[src/rtl/seq_pattern_tx_if.sv]
// Handshake and data bundle between a pattern-transmitter controller and seq_pattern_tx.
// The controller owns the request side; the transmitter drives the serial stream and status.
interface seq_pattern_tx_if #(
  parameter int WIDTH = 8,
  parameter int LEN_W = 4,
  parameter int CNT_W = 4
);
  logic             Start;
  logic             Abort;
  logic [WIDTH-1:0] Pattern;
  logic [LEN_W-1:0] Len;
  logic [CNT_W-1:0] Repeat;
  logic             IdleLevel;
  logic             Dout;
  logic             Valid;
  logic             Busy;
  logic             Done;

  modport master (
    output Start, Abort, Pattern, Len, Repeat, IdleLevel,
    input  Dout, Valid, Busy, Done
  );

  modport slave (
    input  Start, Abort, Pattern, Len, Repeat, IdleLevel,
    output Dout, Valid, Busy, Done
  );
endinterface

[src/rtl/seq_pattern_tx.sv]
// Serial bit-pattern transmitter: sends Pattern[L-1:0] MSB-first, Repeat+1 times,
// with a Start/Busy/Done handshake and a one-cycle Done pulse after the last bit.
module seq_pattern_tx #(
  parameter int WIDTH = 8,
  parameter int LEN_W = 4,
  parameter int CNT_W = 4
) (
  input  logic           Clock,
  input  logic           Reset,
  seq_pattern_tx_if.slave bus
);
  typedef enum logic [1:0] {IDLE, SHIFT, DONE} state_t;

  state_t           state_reg;
  logic [WIDTH-1:0] aligned_reg;
  logic [WIDTH-1:0] shift_reg;
  logic [LEN_W-1:0] len_m1_reg;
  logic [LEN_W-1:0] bit_cnt_reg;
  logic [CNT_W-1:0] rep_cnt_reg;
  logic             dout_reg;
  logic             valid_reg;
  logic             busy_reg;
  logic             done_reg;

  logic [LEN_W-1:0] len_clamped;
  logic [WIDTH-1:0] aligned_next;

  // The used field is left-justified so the next bit is always the register MSB.
  always_comb begin
    len_clamped = bus.Len;
    if (bus.Len == '0 || bus.Len > LEN_W'(WIDTH)) begin
      len_clamped = LEN_W'(WIDTH);
    end
    aligned_next = bus.Pattern << (LEN_W'(WIDTH) - len_clamped);
  end

  always_ff @(posedge Clock) begin
    if (!Reset) begin
      state_reg   <= IDLE;
      aligned_reg <= '0;
      shift_reg   <= '0;
      len_m1_reg  <= '0;
      bit_cnt_reg <= '0;
      rep_cnt_reg <= '0;
      dout_reg    <= 1'b0;
      valid_reg   <= 1'b0;
      busy_reg    <= 1'b0;
      done_reg    <= 1'b0;
    end else begin
      case (state_reg)
        IDLE: begin
          dout_reg  <= bus.IdleLevel;
          valid_reg <= 1'b0;
          busy_reg  <= 1'b0;
          done_reg  <= 1'b0;
          if (bus.Start) begin
            aligned_reg <= aligned_next;
            shift_reg   <= aligned_next << 1;
            len_m1_reg  <= len_clamped - 1'b1;
            bit_cnt_reg <= len_clamped - 1'b1;
            rep_cnt_reg <= bus.Repeat;
            dout_reg    <= aligned_next[WIDTH-1];
            valid_reg   <= 1'b1;
            busy_reg    <= 1'b1;
            state_reg   <= SHIFT;
          end
        end

        SHIFT: begin
          if (bus.Abort) begin
            state_reg <= IDLE;
            dout_reg  <= bus.IdleLevel;
            valid_reg <= 1'b0;
            busy_reg  <= 1'b0;
          end else if (bit_cnt_reg != '0) begin
            bit_cnt_reg <= bit_cnt_reg - 1'b1;
            dout_reg    <= shift_reg[WIDTH-1];
            shift_reg   <= shift_reg << 1;
          end else if (rep_cnt_reg != '0) begin
            // Reload the captured field so repetitions follow with no gap.
            rep_cnt_reg <= rep_cnt_reg - 1'b1;
            bit_cnt_reg <= len_m1_reg;
            dout_reg    <= aligned_reg[WIDTH-1];
            shift_reg   <= aligned_reg << 1;
          end else begin
            state_reg <= DONE;
            done_reg  <= 1'b1;
            valid_reg <= 1'b0;
            busy_reg  <= 1'b0;
            dout_reg  <= bus.IdleLevel;
          end
        end

        DONE: begin
          state_reg <= IDLE;
          done_reg  <= 1'b0;
          valid_reg <= 1'b0;
          busy_reg  <= 1'b0;
          dout_reg  <= bus.IdleLevel;
        end

        default: begin
          state_reg <= IDLE;
          done_reg  <= 1'b0;
          valid_reg <= 1'b0;
          busy_reg  <= 1'b0;
          dout_reg  <= bus.IdleLevel;
        end
      endcase
    end
  end

  assign bus.Dout  = dout_reg;
  assign bus.Valid = valid_reg;
  assign bus.Busy  = busy_reg;
  assign bus.Done  = done_reg;
endmodule
[src/flat_wrapper.sv]
// flat-port wrapper written by rule: the top's interface ports become plain ports
module seq_pattern_tx_flat 
#(
  parameter int WIDTH = 8,
  parameter int LEN_W = 4,
  parameter int CNT_W = 4
)
  (Clock, Reset, bus_Start, bus_Abort, bus_Pattern, bus_Len, bus_Repeat, bus_IdleLevel, bus_Dout, bus_Valid, bus_Busy, bus_Done);
  seq_pattern_tx_if #(.WIDTH(WIDTH), .LEN_W(LEN_W), .CNT_W(CNT_W)) bus_i ();
  input  logic Clock;
  input  logic Reset;
  input wire logic [$bits(bus_i.Start)-1:0] bus_Start;
  input wire logic [$bits(bus_i.Abort)-1:0] bus_Abort;
  input wire logic [$bits(bus_i.Pattern)-1:0] bus_Pattern;
  input wire logic [$bits(bus_i.Len)-1:0] bus_Len;
  input wire logic [$bits(bus_i.Repeat)-1:0] bus_Repeat;
  input wire logic [$bits(bus_i.IdleLevel)-1:0] bus_IdleLevel;
  output wire logic [$bits(bus_i.Dout)-1:0] bus_Dout;
  output wire logic [$bits(bus_i.Valid)-1:0] bus_Valid;
  output wire logic [$bits(bus_i.Busy)-1:0] bus_Busy;
  output wire logic [$bits(bus_i.Done)-1:0] bus_Done;
  assign bus_i.Start = bus_Start;
  assign bus_i.Abort = bus_Abort;
  assign bus_i.Pattern = bus_Pattern;
  assign bus_i.Len = bus_Len;
  assign bus_i.Repeat = bus_Repeat;
  assign bus_i.IdleLevel = bus_IdleLevel;
  assign bus_Dout = bus_i.Dout;
  assign bus_Valid = bus_i.Valid;
  assign bus_Busy = bus_i.Busy;
  assign bus_Done = bus_i.Done;
  seq_pattern_tx #(.WIDTH(WIDTH), .LEN_W(LEN_W), .CNT_W(CNT_W)) u_core (.Clock(Clock), .Reset(Reset), .bus(bus_i));
endmodule
[config.mk]
export PLATFORM = sky130hd
export DESIGN_NAME = seq_pattern_tx_flat
export DESIGN_NICKNAME = d
export VERILOG_FILES = /design/src/rtl/seq_pattern_tx_if.sv /design/src/rtl/seq_pattern_tx.sv /design/src/flat_wrapper.sv
export SDC_FILE = /design/constraint.sdc
export NUM_CORES = 1
export LEC_CHECK = 0
export CORE_MARGIN = 2
export CORE_UTILIZATION = 59
export CTS_CLUSTER_DIAMETER = 80
export CTS_CLUSTER_SIZE = 30
export DETAILED_ROUTE_END_ITERATION = 6
export GPL_TIMING_DRIVEN = 0
export PLACE_DENSITY_LB_ADDON = 0.1
export REMOVE_ABC_BUFFERS = 1
export SYNTH_ARGS = -nofsm -noshare
export SYNTH_HDL_FRONTEND = slang
export SYNTH_SLANG_ARGS = --single-unit
[constraint.sdc]
create_clock -name Clock -period 3.68 [get_ports Clock]
set_clock_uncertainty 0.2 [all_clocks]
set_input_delay 0.368 -clock Clock [delete_from_list [all_inputs] [get_ports Clock]]
set_output_delay 0.368 -clock Clock [all_outputs]
set_load 0.02 [all_outputs]
======== After elaboration in Yosys (flattened, before gate mapping) ========
Cells that the tools add are included.
storage, ports and cells
  register bits ........................... 33
  memories kept ........................... 0
  word-level logic and storage cells ...... 70
  memory bits (read-only) ................. 0
  memory bits (writable) .................. 0
  latch bits .............................. 0
cells by class
  add/sub/neg operators ................... 4
  reduce and logical (&&, ||, !) cells .... 13
  bitwise gates (word level) .............. 3
  multiplexer cells ....................... 31
  shift-type cells ........................ 1
  div/mod/pow operators ................... 0
  multiply operators ...................... 0
  order comparisons ....................... 1
  eq/ne operators ......................... 8
operator list
  kind                 count
  $mux 4               9
  $mux 8               4
  $pmux 4 s2           2
  $pmux 8 s2           1
  $sub 4x1->4 const B  3
  $mux 1               8
  $mux 2               4
  $reduce_bool 4->1    2
  $shl 8x4->8          1
  $ne 2x2->1 const B   3
  $ne 3x3->1 const B   2
  $reduce_and 2->1     3
  $reduce_and 3->1     2
  $reduce_and 5->1     1
  $gt 4x4->1 const B   1
  $logic_not 4->1      1
  $pmux 1 s2           2
  $pmux 2 s2           1
  $reduce_and 4->1     1
  $sub 4x4->4 const A  1
  $ne 3x1->1 const B   1
  $not 1->1            3
  $eq 2x1->1 const B   1
  $logic_not 2->1      1
  3 further kinds      3

======== Longest topological paths before layout ========
Gate-level depths: netlist of the first run.
  word-level depth ........................ 7
  depth in mapped cells ................... 11
  gate-level depth less buffers ........... 8

======== Worst setup path after synthesis of the first run ========
Ideal clock, no wire load.
  kind .................................... input port to flip-flop
  from .................................... input bus_Len[0]
  to ...................................... register u_core.shift_reg[4]
  arrival ................................. 2.033 ns
  slack ................................... 1.330 ns
  required time ........................... 3.363 ns
  stages .................................. 10
  cells stage by stage .................... nor2b_1 > buf_4 > inv_2 > ha_1 > clkbuf_1 > inv_1 > clkbuf_1 > nand2_1 > a31o_1 > a32o_1
on the way
  word-level cells in the longest chain between the ends .. 7
  elaborated cells between the ends (all ways) .. 8
  those cells by class .................... add/sub: 1; order compare: 1; shift: 1; mux: 3; reduce/logical: 2
ends and longest elaborated chain
  element                                        RTL line              RTL
  start: declaration                             flat_wrapper.sv:15    input wire logic [$bits(bus_i.Len)-1:0] bus_Len;
  $gt 4x4->1 or $logic_not 4->1 (tied branches)  seq_pattern_tx.sv:31  if (bus.Len == '0 || bus.Len > LEN_W'(WIDTH)) begin
  $logic_or 1x1->1                               seq_pattern_tx.sv:31
  $mux 4 (*)                                     seq_pattern_tx.sv:31
  $sub 4x4->4 (*)                                seq_pattern_tx.sv:34  aligned_next = bus.Pattern << (LEN_W'(WIDTH) - len_clamped);
  $shl 8x4->8 (*)                                seq_pattern_tx.sv:34
  $mux 8 (*)                                     seq_pattern_tx.sv:56  if (bus.Start) begin
  $pmux 8 s2 (*)                                 seq_pattern_tx.sv:50  case (state_reg)
  end signal: assignment                         seq_pattern_tx.sv:58  shift_reg <= aligned_next << 1;
  end signal: assignment                         seq_pattern_tx.sv:78  shift_reg <= shift_reg << 1;
  end signal: assignment                         seq_pattern_tx.sv:84  shift_reg <= aligned_reg << 1;
  end: declaration                               seq_pattern_tx.sv:16  logic [WIDTH-1:0] shift_reg;
Every way passes the cells marked *; elsewhere a longest branch is shown, timed or not. The select of a mux whose other input is x is not followed.
A chain may end at the register's enable or synchronous reset.

======== Worst setup path after layout of the first run ========
  from .................................... input bus_Len[0]
  to ...................................... register u_core.aligned_reg[6]
on the way
  word-level cells in the longest chain between the ends .. 5
  elaborated cells between the ends (all ways) .. 6
  those cells by class .................... add/sub: 1; order compare: 1; shift: 1; mux: 1; reduce/logical: 2
ends and longest elaborated chain
  element                                        RTL line              RTL
  $gt 4x4->1 or $logic_not 4->1 (tied branches)  seq_pattern_tx.sv:31
  $logic_or 1x1->1                               seq_pattern_tx.sv:31
  $mux 4 (*)                                     seq_pattern_tx.sv:31
  $sub 4x4->4 (*)                                seq_pattern_tx.sv:34
  $shl 8x4->8 (*)                                seq_pattern_tx.sv:34
  end signal: assignment                         seq_pattern_tx.sv:57  aligned_reg <= aligned_next;
  end: declaration                               seq_pattern_tx.sv:15  logic [WIDTH-1:0] aligned_reg;
Every way passes the cells marked *; elsewhere a longest branch is shown, timed or not.

==> results of run 1 <==
## power groups by stage
stage | registers [mW] | logic [mW] | clock network [mW]
floorplan | 0.409 | 0.187 | 0
global route | 0.407 | 0.307 | 0.231
CTS | 0.403 | 0.276 | 0.220
detailed placement | 0.411 | 0.274 | 0
finish | 0.403 | 0.279 | 0.215
global placement | 0.408 | 0.263 | 0
## placed cells by master, fill, tap and decap left out, drive strengths merged, types with 4 or more instances in the layout
master / n
nand2: 38
dfxtp: 32
clkdlybuf4s50: 24
o21ai: 16
nor2: 14
nand3: 14
mux2i: 12
a21oi: 12
o211a: 7
inv: 7
a21boi: 7
clkbuf: 6
o211ai: 5
nor3: 5
nand2b: 4
ha: 4
nor2b: 4
## metal layers
layer	global-route usage, %	vias up
li1	-	854
met1	28.99	832
met2	45.34	85
met3	7.576	5
met4	13.33	0
met5	0	-
## cell families (layout without fill, tap and decap cells)
group                      Yosys count  after routing  synth area share (%)
muxes                               13             13                 7.656
xor gates and xnor gates             2              2                 1.344
adders and majority gates            4              4                 2.686
and+or+nand+nor                     93             93                 24.71
AOI/OAI and AO/OA                   63             63                 23.84
DFF                                 32             32                 34.39
buffers and inverters               22             39                 5.372
## worst paths after layout
path / start / to / cells after the start
setup / recovery: bus_Len[0] / u_core.aligned_reg[6] / 8
setup reg to reg: u_core.bit_cnt_reg[0] / u_core.shift_reg[4] / 7
hold / removal: u_core.aligned_reg[2] / u_core.aligned_reg[2] / 2
hold reg to reg: u_core.aligned_reg[2] / u_core.aligned_reg[2] / 2
## cell type report
class                      count  area [um2]  share of cell area, %
multi-input combinational    175        1125                  52.36
timing repair buffer          24       240.2                  11.18
clock buffer                   6       51.30                  2.388
sequential                    32       640.6                  29.82
inverter                       7       26.28                  1.223
tap                           44       55.05                  2.563
clock inverter                 2       10.01                 0.4659
## critical path, stage by stage
cell	delay, ns
clkdlybuf4s50_1	0.44
nor2b_1	0.61
inv_2	0.16
ha_1	0.46
inv_1	0.30
mux4_2	0.55
nor2_1	0.14
a31o_1	0.13
==> results.json, run 1 <==
{
  "number_of_global_route_vias_before_repair": 1652,
  "globalRouteTotalUtil_pct": 26.25,
  "io_pins": 25,
  "synth_cell_types": 49,
  "area.growth.synth_to_final_pct": 15.31,
  "fin_worst_hold_slack_ns": 0.2587,
  "port_buffers": 24,
  "post-route-min-period_ns": 3.063,
  "max_cap_violations": 0,
  "yosys.area.top_type_share_pct": 34.39,
  "holdCritPathClass": "flop to flop",
  "synthesis.instances": 229,
  "postLayoutCoreUtil_pct": 70.95,
  "tritoncts": "built",
  "critical_path_arrival_ns": 3.16,
  "unrepaired_setup_endpoints_after_global_routing": "false",
  "wl_met3_um": 350,
  "drt-initial-drc-count": 118,
  "power_frac_seq_pct": 44.9,
  "design.final.nets": 270,
  "postLayoutSetupSlackWorst_ns": 0.6166,
  "maxSlewViolCount": 0,
  "post_synth_arst_share_pct": 0,
  "leakage_nw": 0.8718,
  "htree_levels": 2,
  "drcViolationCount": 0,
  "gp_congestion": 0.9365,
  "fp.dieH_um": 60.20,
  "postSynth.topFlopCell": "dfxtp_1",
  "synth.avg_cell_area_um2": 8.136,
  "drive_above_1_share_pct": 6.911,
  "clk_path_buf_depth": 2,
  "cts_num_sinks": 32,
  "synth.top_cells.by_area": "dfxtp_1 (34%), nand2_1 (7.5%), mux2i_1 (6.4%)",
  "drt_first_pass_iters": 5,
  "timing.final.setup_violations": 0,
  "worstPathMaxFanout": 11,
  "route.top_layer_used": "met4",
  "drt-vias-per-instance": 6.124,
  "wire_per_inst_um": 14.92,
  "clk_pin_slew_ns": 0.11,
  "netSwitchingFraction_pct": 34.72,
  "cts_root_buffer": "clkbuf_4",
  "switching_power_uw": 311.6,
  "row_count": 20,
  "initial_core_util_pct": 61.53,
  "ant_nets": 0,
  "cts-buffers-inserted": 5,
  "finalHoldViolCount": 0,
  "critical_path.endpoint_type": "flop",
  "dp_hpwl_mm": 3.012,
  "maxSlewHeadroom_pct": 18.78,
  "clkLatencyLatePin_ns": 0.35,
  "cts_hold_buf": 0,
  "power_dens_cells_mw_per_mm2": 417.8,
  "chipWidth_um": 60.20,
  "detail_route.wirelength_mm": 4.327,
  "finalPower_uw": 897.5,
  "share_of_total_power_in_the_clock_network_pct": 24.0,
  "dieArea_mm2": 0.003623,
  "core_area_mm2": 0.003028,
  "power_report.internal_total_uw": 585.8,
  "ff_to_ff_setup_slack_ns": 1.18,
  "required_time_at_the_endpoint_of_the_critical_path_ns": 3.78,
  "cts_resized": 0,
  "synth.cells.most_frequent": "nand2_1 (37), dfxtp_1 (32), nand3_1 (14), nor2_1 (14), mux2i_1 (12)",
  "m1WireLength_mm": 1.776,
  "grt_pass1_wl_mm": 7.044,
  "vdd_ir_drop_max_mv": 0.2710,
  "syn_area_mm2": 0.001863,
  "fillcell_total": 251,
  "synth-seq-cells": 32,
  "seq_area_frac_synth_pct": 34.39,
  "dpl.cell_count": 282,
  "postCtsSetupRepairBufs": 0,
  "detailedPlace.worstSlack_ns": 0.2691,
  "synth_edf_count": 0,
  "largest_register_ff_count": 8,
  "run_status": "completed",
  "maxClockFrequency_ghz": 0.3264,
  "antennaDiodeCount": 0,
  "post-synth-top-area-cell": "dfxtp_1",
  "wl_met2_mm": 2.134,
  "setup.worst_path.class": "input port to flop",
  "worstSetupStartpointType": "input port",
  "finalNonFillerCells": 290,
  "fin_crit_sh_pct": 83.24,
  "post_dp_cell_area_mm2": 0.002085,
  "via_count": 1776,
  "number_of_antenna_violations_at_the_first_check_in_global_routing": 0,
  "synth_most_common_cell": "nand2_1",
  "grt.overflow.total": 0,
  "yosys_warnings": 0,
  "power.share.combinational_pct": 31.1,
  "final_design_area_no_fill_mm2": 0.002148,
  "totalNegativeSetupSlack_ns": 0,
  "grt_start_max_net_pins": 39,
  "tightestPinTransition_ns": 1.215
}
Power figures use the tool's default switching activity.
==> run 2: changes to the inputs <==
--- a/config.mk
+++ b/config.mk
@@ -6,7 +6,7 @@
 export NUM_CORES = 1
 export LEC_CHECK = 0
 export CORE_MARGIN = 2
-export CORE_UTILIZATION = 59
+export CORE_UTILIZATION = 49
 export CTS_CLUSTER_DIAMETER = 80
 export CTS_CLUSTER_SIZE = 30
 export DETAILED_ROUTE_END_ITERATION = 6
==> constraint.sdc (replaced) <==
create_clock -name Clock -period 2.6 [get_ports Clock]
set_clock_uncertainty 0.2 [all_clocks]
set_input_delay 0.26 -clock Clock [delete_from_list [all_inputs] [get_ports Clock]]
set_output_delay 0.26 -clock Clock [all_outputs]
set_load 0.02 [all_outputs]
==> run 2 against run 1 <==
  * Utilization decreased by 10 points
  * Cell count increased by 2.4%
  * Register-to-register slack got worse by 0.91 ns
  * Sequential share of layout area decreased by 1.0 points
  * Combinational power increased by 46%
  * Setup slack got worse by 0.45 ns
  * Design area increased by 3.6%
  * Via count decreased by 5.1%
  * Clock power increased by 93%
  * Critical path depth unchanged
==> results.json, run 2 (synthesis gave the netlist of run 1 again) <==
{
  "run_status": "completed",
  "power_frac_seq_pct": 41.1,
  "finalHoldViolCount": 0,
  "cts_num_sinks": 32,
  "worst_path_max_delay_cell": "mux4_2",
  "fin_crit_sh_pct": 93.68,
  "unrepaired_setup_endpoints_after_global_routing": "false",
  "setup.worst_path.class": "input port to flop",
  "maxSlewViolCount": 0,
  "grt_start_max_net_pins": 39,
  "maxSlewHeadroom_pct": 18.87,
  "largest_register_ff_count": 8,
  "via_count": 1686,
  "drt_first_pass_iters": 4,
  "drive_above_1_share_pct": 8.835,
  "timing.final.setup_violations": 0,
  "share_of_total_power_in_the_clock_network_pct": 29.8,
  "ant_nets": 0,
  "io_pins": 25,
  "clk_pin_slew_ns": 0.07,
  "grt_pass1_wl_mm": 6.679,
  "row_count": 22,
  "initial_core_util_pct": 50.89,
  "cts-buffers-inserted": 5,
  "dp_hpwl_mm": 2.722,
  "gp_congestion": 0.8495,
  "holdCritPathClass": "flop to flop",
  "layout_common_cells": "nand2_1 (37), dfxtp_1 (32), clkdlybuf4s50_1 (24)",
  "cts_hold_buf": 0,
  "worstPathMaxFanout": 11,
  "globalRouteTotalUtil_pct": 20.10,
  "area.growth.synth_to_final_pct": 19.48,
  "netSwitchingFraction_pct": 31.57,
  "number_of_antenna_violations_at_the_first_check_in_global_routing": 0,
  "most_numerous_cell_on_the_critical_path": "inv_2",
  "power.share.combinational_pct": 29.2,
  "dpl.cell_count": 286,
  "drcViolationCount": 0,
  "clk_path_buf_depth": 2,
  "required_time_at_the_endpoint_of_the_critical_path_ns": 2.62,
  "power_report.internal_total_uw": 951.7,
  "final_design_area_no_fill_mm2": 0.002226,
  "core_area_mm2": 0.003661,
  "cts_root_buffer": "clkbuf_8",
  "port_buffers": 24,
  "number_of_global_route_vias_before_repair": 1439,
  "clkLatencyLatePin_ns": 0.28,
  "design.final.nets": 274,
  "worstSetupStartpointType": "input port",
  "detail_route.wirelength_mm": 4.025,
  "maxClockFrequency_ghz": 0.4106,
  "post-route-min-period_ns": 2.436,
  "delay_contributed_by_the_slowest_stage_of_the_critical_path_ns": 0.54,
  "tightestPinTransition_ns": 1.213,
  "dieArea_mm2": 0.004311,
  "chipWidth_um": 65.66,
  "finalNonFillerCells": 297,
  "wire_per_inst_um": 13.55,
  "vdd_ir_drop_max_mv": 0.3127,
  "post_dp_cell_area_mm2": 0.002090,
  "switching_power_uw": 439.0,
  "leakage_nw": 0.9081,
  "max_cap_violations": 0,
  "path_cells": "clkdlybuf4s50_1 > nor2b_4 > inv_2 > ha_1 > inv_2 > mux4_2 > nor2_1 > a31o_1",
  "critical_path.endpoint_type": "flop",
  "most_common_cell_after_layout_fill_and_taps_aside": "nand2_1",
  "drt-vias-per-instance": 5.677,
  "tritoncts": "built",
  "drt-initial-drc-count": 68,
  "antennaDiodeCount": 0,
  "htree_levels": 2,
  "critical_path_arrival_ns": 2.46,
  "grt.overflow.total": 0,
  "fp.dieH_um": 65.66,
  "power_dens_cells_mw_per_mm2": 624.8
}
-- run 2: cell types whose count changed in the layout (fill, tap and decap cells not counted), sizes merged --
cell	delta
clkbuf	+1
buf	+4
clkinv	-2
-- run 2: power by group through the flow --
stage | registers (mW) | clock network [mW] | logic (mW)
2_1_floorplan | 0.579 | 0 | 0.265
3_3_place_gp | 0.580 | 0 | 0.383
3_5_place_dp | 0.581 | 0 | 0.385
4_1_cts | 0.570 | 0.427 | 0.387
5_1_grt | 0.577 | 0.441 | 0.450
6_report | 0.571 | 0.414 | 0.406
-- run 2: routing by layer --
| layer | track usage, % | share of wire (%) |
|---|---|---|
| met5 | 0 | 0 |
| met2 | 32.70 | 45 |
| met1 | 26.98 | 50 |
| met4 | 3.906 | 0.35 |
| met3 | 5.137 | 4.3 |
-- run 2: worst max-delay path: cells and delay by family --
kind / cells / cell delay (ns)
muxes: 1 / 0.54
adders and majority gates: 1 / 0.43
buffers and inverters: 3 / 0.76
and+or+nand+nor: 2 / 0.33
AOI/OAI and AO/OA: 1 / 0.13
-- run 2: layout make-up --
class	instances	area, um2
clock buffer	7	96.34
timing repair buffer	28	270.3
fill	326	1435
multi-input combinational	175	1132
sequential	32	640.6
inverter	7	26.28
tap	48	60.06
-- run 2: what timing repair did --
item	4_1_cts	5_1_grt
gates cloned	0	0
endpoints found under the setup margin	16	7
gates resized for setup	4	0
buffers inserted	0	4
-- run 2: path summary, 6_finish.rpt --
check                                      startpoint  slack (ns)                    end  cells after the start
worst min register to register  u_core.aligned_reg[1]        0.26  u_core.aligned_reg[1]                      2
worst max register to register    u_core.state_reg[1]        0.27  u_core.bit_cnt_reg[0]                      5
worst max-delay path                       bus_Len[3]        0.16  u_core.aligned_reg[6]                      8
worst min-delay path            u_core.aligned_reg[1]        0.26  u_core.aligned_reg[1]                      2
-- run 2: metrics by stage --
stage / utilization [%] / hold slack, ns / setup TNS (ns) / power [mW] / setup slack, ns
after floorplan: - / 0.1738 / 0 / 0.8442 / 0.02686
after global placement: 57.07 / 0.2419 / -8.143 / 0.9626 / -0.7472
after detailed placement: 57.07 / 0.2475 / -8.586 / 0.9658 / -0.7830
after CTS: 59.98 / 0.2583 / 0 / 1.384 / 0.01777
after global routing: 60.80 / 0.2734 / 0 / 1.469 / 0.05550
final: 60.80 / 0.2575 / 0 / 1.391 / 0.1643
==> run 3: changes to the inputs <==
--- a/config.mk
+++ b/config.mk
@@ -13,6 +13,7 @@
 export GPL_TIMING_DRIVEN = 0
 export PLACE_DENSITY_LB_ADDON = 0.1
 export REMOVE_ABC_BUFFERS = 1
+export SLEW_MARGIN = 20
 export SYNTH_ARGS = -nofsm -noshare
 export SYNTH_HDL_FRONTEND = slang
 export SYNTH_SLANG_ARGS = --single-unit
==> run 3 against run 2 <==
  * Cell count did not move
  * Global-route usage grew 0.13 points
  * Fmax rose by 0.24%
  * Wire length decreased by 0.37%
  * Setup slack better by 0.0058 ns
  * Critical path depth is the same
  * Critical endpoint unchanged
  * Highest routed layer unchanged
==> results.json, run 3 (synthesis gave the netlist of run 1 again) <==
{
  "run_status": "completed",
  "drt_first_pass_iters": 5,
  "max_cap_violations": 0,
  "drive_above_1_share_pct": 8.835,
  "gp_congestion": 0.8495,
  "finalHoldViolCount": 0,
  "grt_start_max_net_pins": 39,
  "tritoncts": "built",
  "clk_path_buf_depth": 2,
  "power_dens_cells_mw_per_mm2": 607.7,
  "antennaDiodeCount": 0,
  "via_count": 1681,
  "detail_route.wirelength_mm": 4.010,
  "postLayoutCoreUtil_pct": 60.15,
  "port_buffers": 24,
  "fillcell_total": 339,
  "clkLatencyLatePin_ns": 0.28,
  "dpl.cell_count": 286,
  "clk_pin_slew_ns": 0.06,
  "unrepaired_setup_endpoints_after_global_routing": "false",
  "drcViolationCount": 0,
  "critical_path.endpoint_type": "flop",
  "core_area_mm2": 0.003661,
  "maxSlewHeadroom_pct": 43.61,
  "setup.worst_path.start": "bus_Len[3]",
  "post-route-min-period_ns": 2.430,
  "htree_levels": 2,
  "regToRegEndpoint": "u_core.bit_cnt_reg[0]",
  "r2r-start": "u_core.state_reg[1]",
  "dieArea_mm2": 0.004311,
  "layout_common_cells": "nand2_1 (37), dfxtp_1 (32), clkdlybuf4s50_1 (23)",
  "postLayoutSetupSlackWorst_ns": 0.1701,
  "critPathCapture": "u_core.aligned_reg[6]",
  "worstSetupStartpointType": "input port",
  "finalNonFillerCells": 297,
  "holdCritPathClass": "flop to flop",
  "fin_worst_hold_slack_ns": 0.2571,
  "maxClockFrequency_ghz": 0.4115,
  "dp_hpwl_mm": 2.709,
  "io_pins": 25,
  "chipWidth_um": 65.66,
  "number_of_global_route_vias_before_repair": 1427,
  "row_count": 22,
  "final_design_area_no_fill_mm2": 0.002202,
  "post_dp_cell_area_mm2": 0.002087,
  "drt-vias-per-instance": 5.660,
  "fin_crit_sh_pct": 93.46,
  "vdd_ir_drop_max_mv": 0.3131,
  "required_time_at_the_endpoint_of_the_critical_path_ns": 2.62,
  "fp.dieH_um": 65.66,
  "largest_register_ff_count": 8,
  "design.final.nets": 274,
  "ant_nets": 0,
  "cts_hold_buf": 0,
  "most_common_cell_after_layout_fill_and_taps_aside": "nand2_1",
  "critical_path_arrival_ns": 2.45,
  "setup.worst_path.class": "input port to flop",
  "drt-initial-drc-count": 96,
  "wire_per_inst_um": 13.50,
  "timing.final.setup_violations": 0,
  "maxSlewViolCount": 0,
  "cts_root_buffer": "clkbuf_8",
  "ff_to_ff_setup_slack_ns": 0.26,
  "tightestPinTransition_ns": 0.8420,
  "area.growth.synth_to_final_pct": 18.20,
  "globalRouteTotalUtil_pct": 20.23,
  "leakage_nw": 0.8989,
  "initial_core_util_pct": 50.89,
  "cts_num_sinks": 32,
  "worstPathMaxFanout": 11,
  "ff2ff_path_depth": 5,
  "detailedPlace.worstSlack_ns": -0.7687,
  "number_of_antenna_violations_at_the_first_check_in_global_routing": 0,
  "grt.overflow.total": 0,
  "cts-buffers-inserted": 5,
  "grt_pass1_wl_mm": 6.699
}
[run 3: cell count changes in the layout (fill, tap and decap cells not counted), sizes merged]
cell	before	now
clkinv	0	1
clkdlybuf4s50	24	23
buf	4	5
clkbuf	7	6
[run 3: worst max-delay path, stage by stage]
cell and delay (ns):
clkdlybuf4s50_1 0.47, nor2b_4 0.16, inv_2 0.08, ha_1 0.43, inv_2 0.21, mux4_2 0.54
nor2_1 0.17, a31o_1 0.13
[run 3: power breakdown]
group	internal, mW	switching, mW	leakage, nW	total, mW
Clock	0.182	0.180	0.0410	0.362
Sequential	0.537	0.0330	0.263	0.570
Combinational	0.178	0.228	0.595	0.406
[run 3: through the flow]
| stage | total power [mW] | setup TNS [ns] |
|---|---|---|
| final | 1.338 | 0 |
| after CTS | 1.322 | 0 |
| after detailed placement | 0.9638 | -8.221 |
| after global placement | 0.9626 | -8.143 |
| after global routing | 1.422 | 0 |
| after floorplan | 0.8442 | 0 |
[run 3: worst min-delay path by stage]
stage                     startpoint  cells after the start               endpoint
2_1_floorplan                  Reset                      2    u_core.state_reg[1]
3_3_place_gp   u_core.aligned_reg[1]                      2  u_core.aligned_reg[1]
3_5_place_dp   u_core.aligned_reg[1]                      2  u_core.aligned_reg[1]
4_1_cts        u_core.aligned_reg[1]                      2  u_core.aligned_reg[1]
5_1_grt          u_core.shift_reg[2]                      2    u_core.shift_reg[2]
6_report       u_core.aligned_reg[3]                      2  u_core.aligned_reg[3]
[run 3: layer usage]
layer	share of wire (%)	GRT usage [%]	vias to the layer above	wire, um
li1	-	-	856	-
met1	49	27.60	784	1966
met2	46	31.69	36	1825
met3	4.4	5.137	5	178
met4	1.0	5.469	0	40
met5	0	0	-	0
[run 3: timing repair]
item | 4_1_cts | 5_1_grt
gates resized for setup | 3 | 0
setup endpoints to repair | 15 | 7
buffers inserted | 0 | 4
gates cloned | 0 | 0
pin swaps | 0 | 0
[run 3: area by class of cell]
cell class	instances	area, um2	share of cell area (%)
Multi-Input combinational cell	175	1132	51.42
Inverter	7	26.28	1.193
Timing Repair Buffer	28	265.3	12.05
Clock buffer	6	72.57	3.295
Sequential cell	32	640.6	29.09
Clock inverter	1	5.005	0.2273
Tap cell	48	60.06	2.727
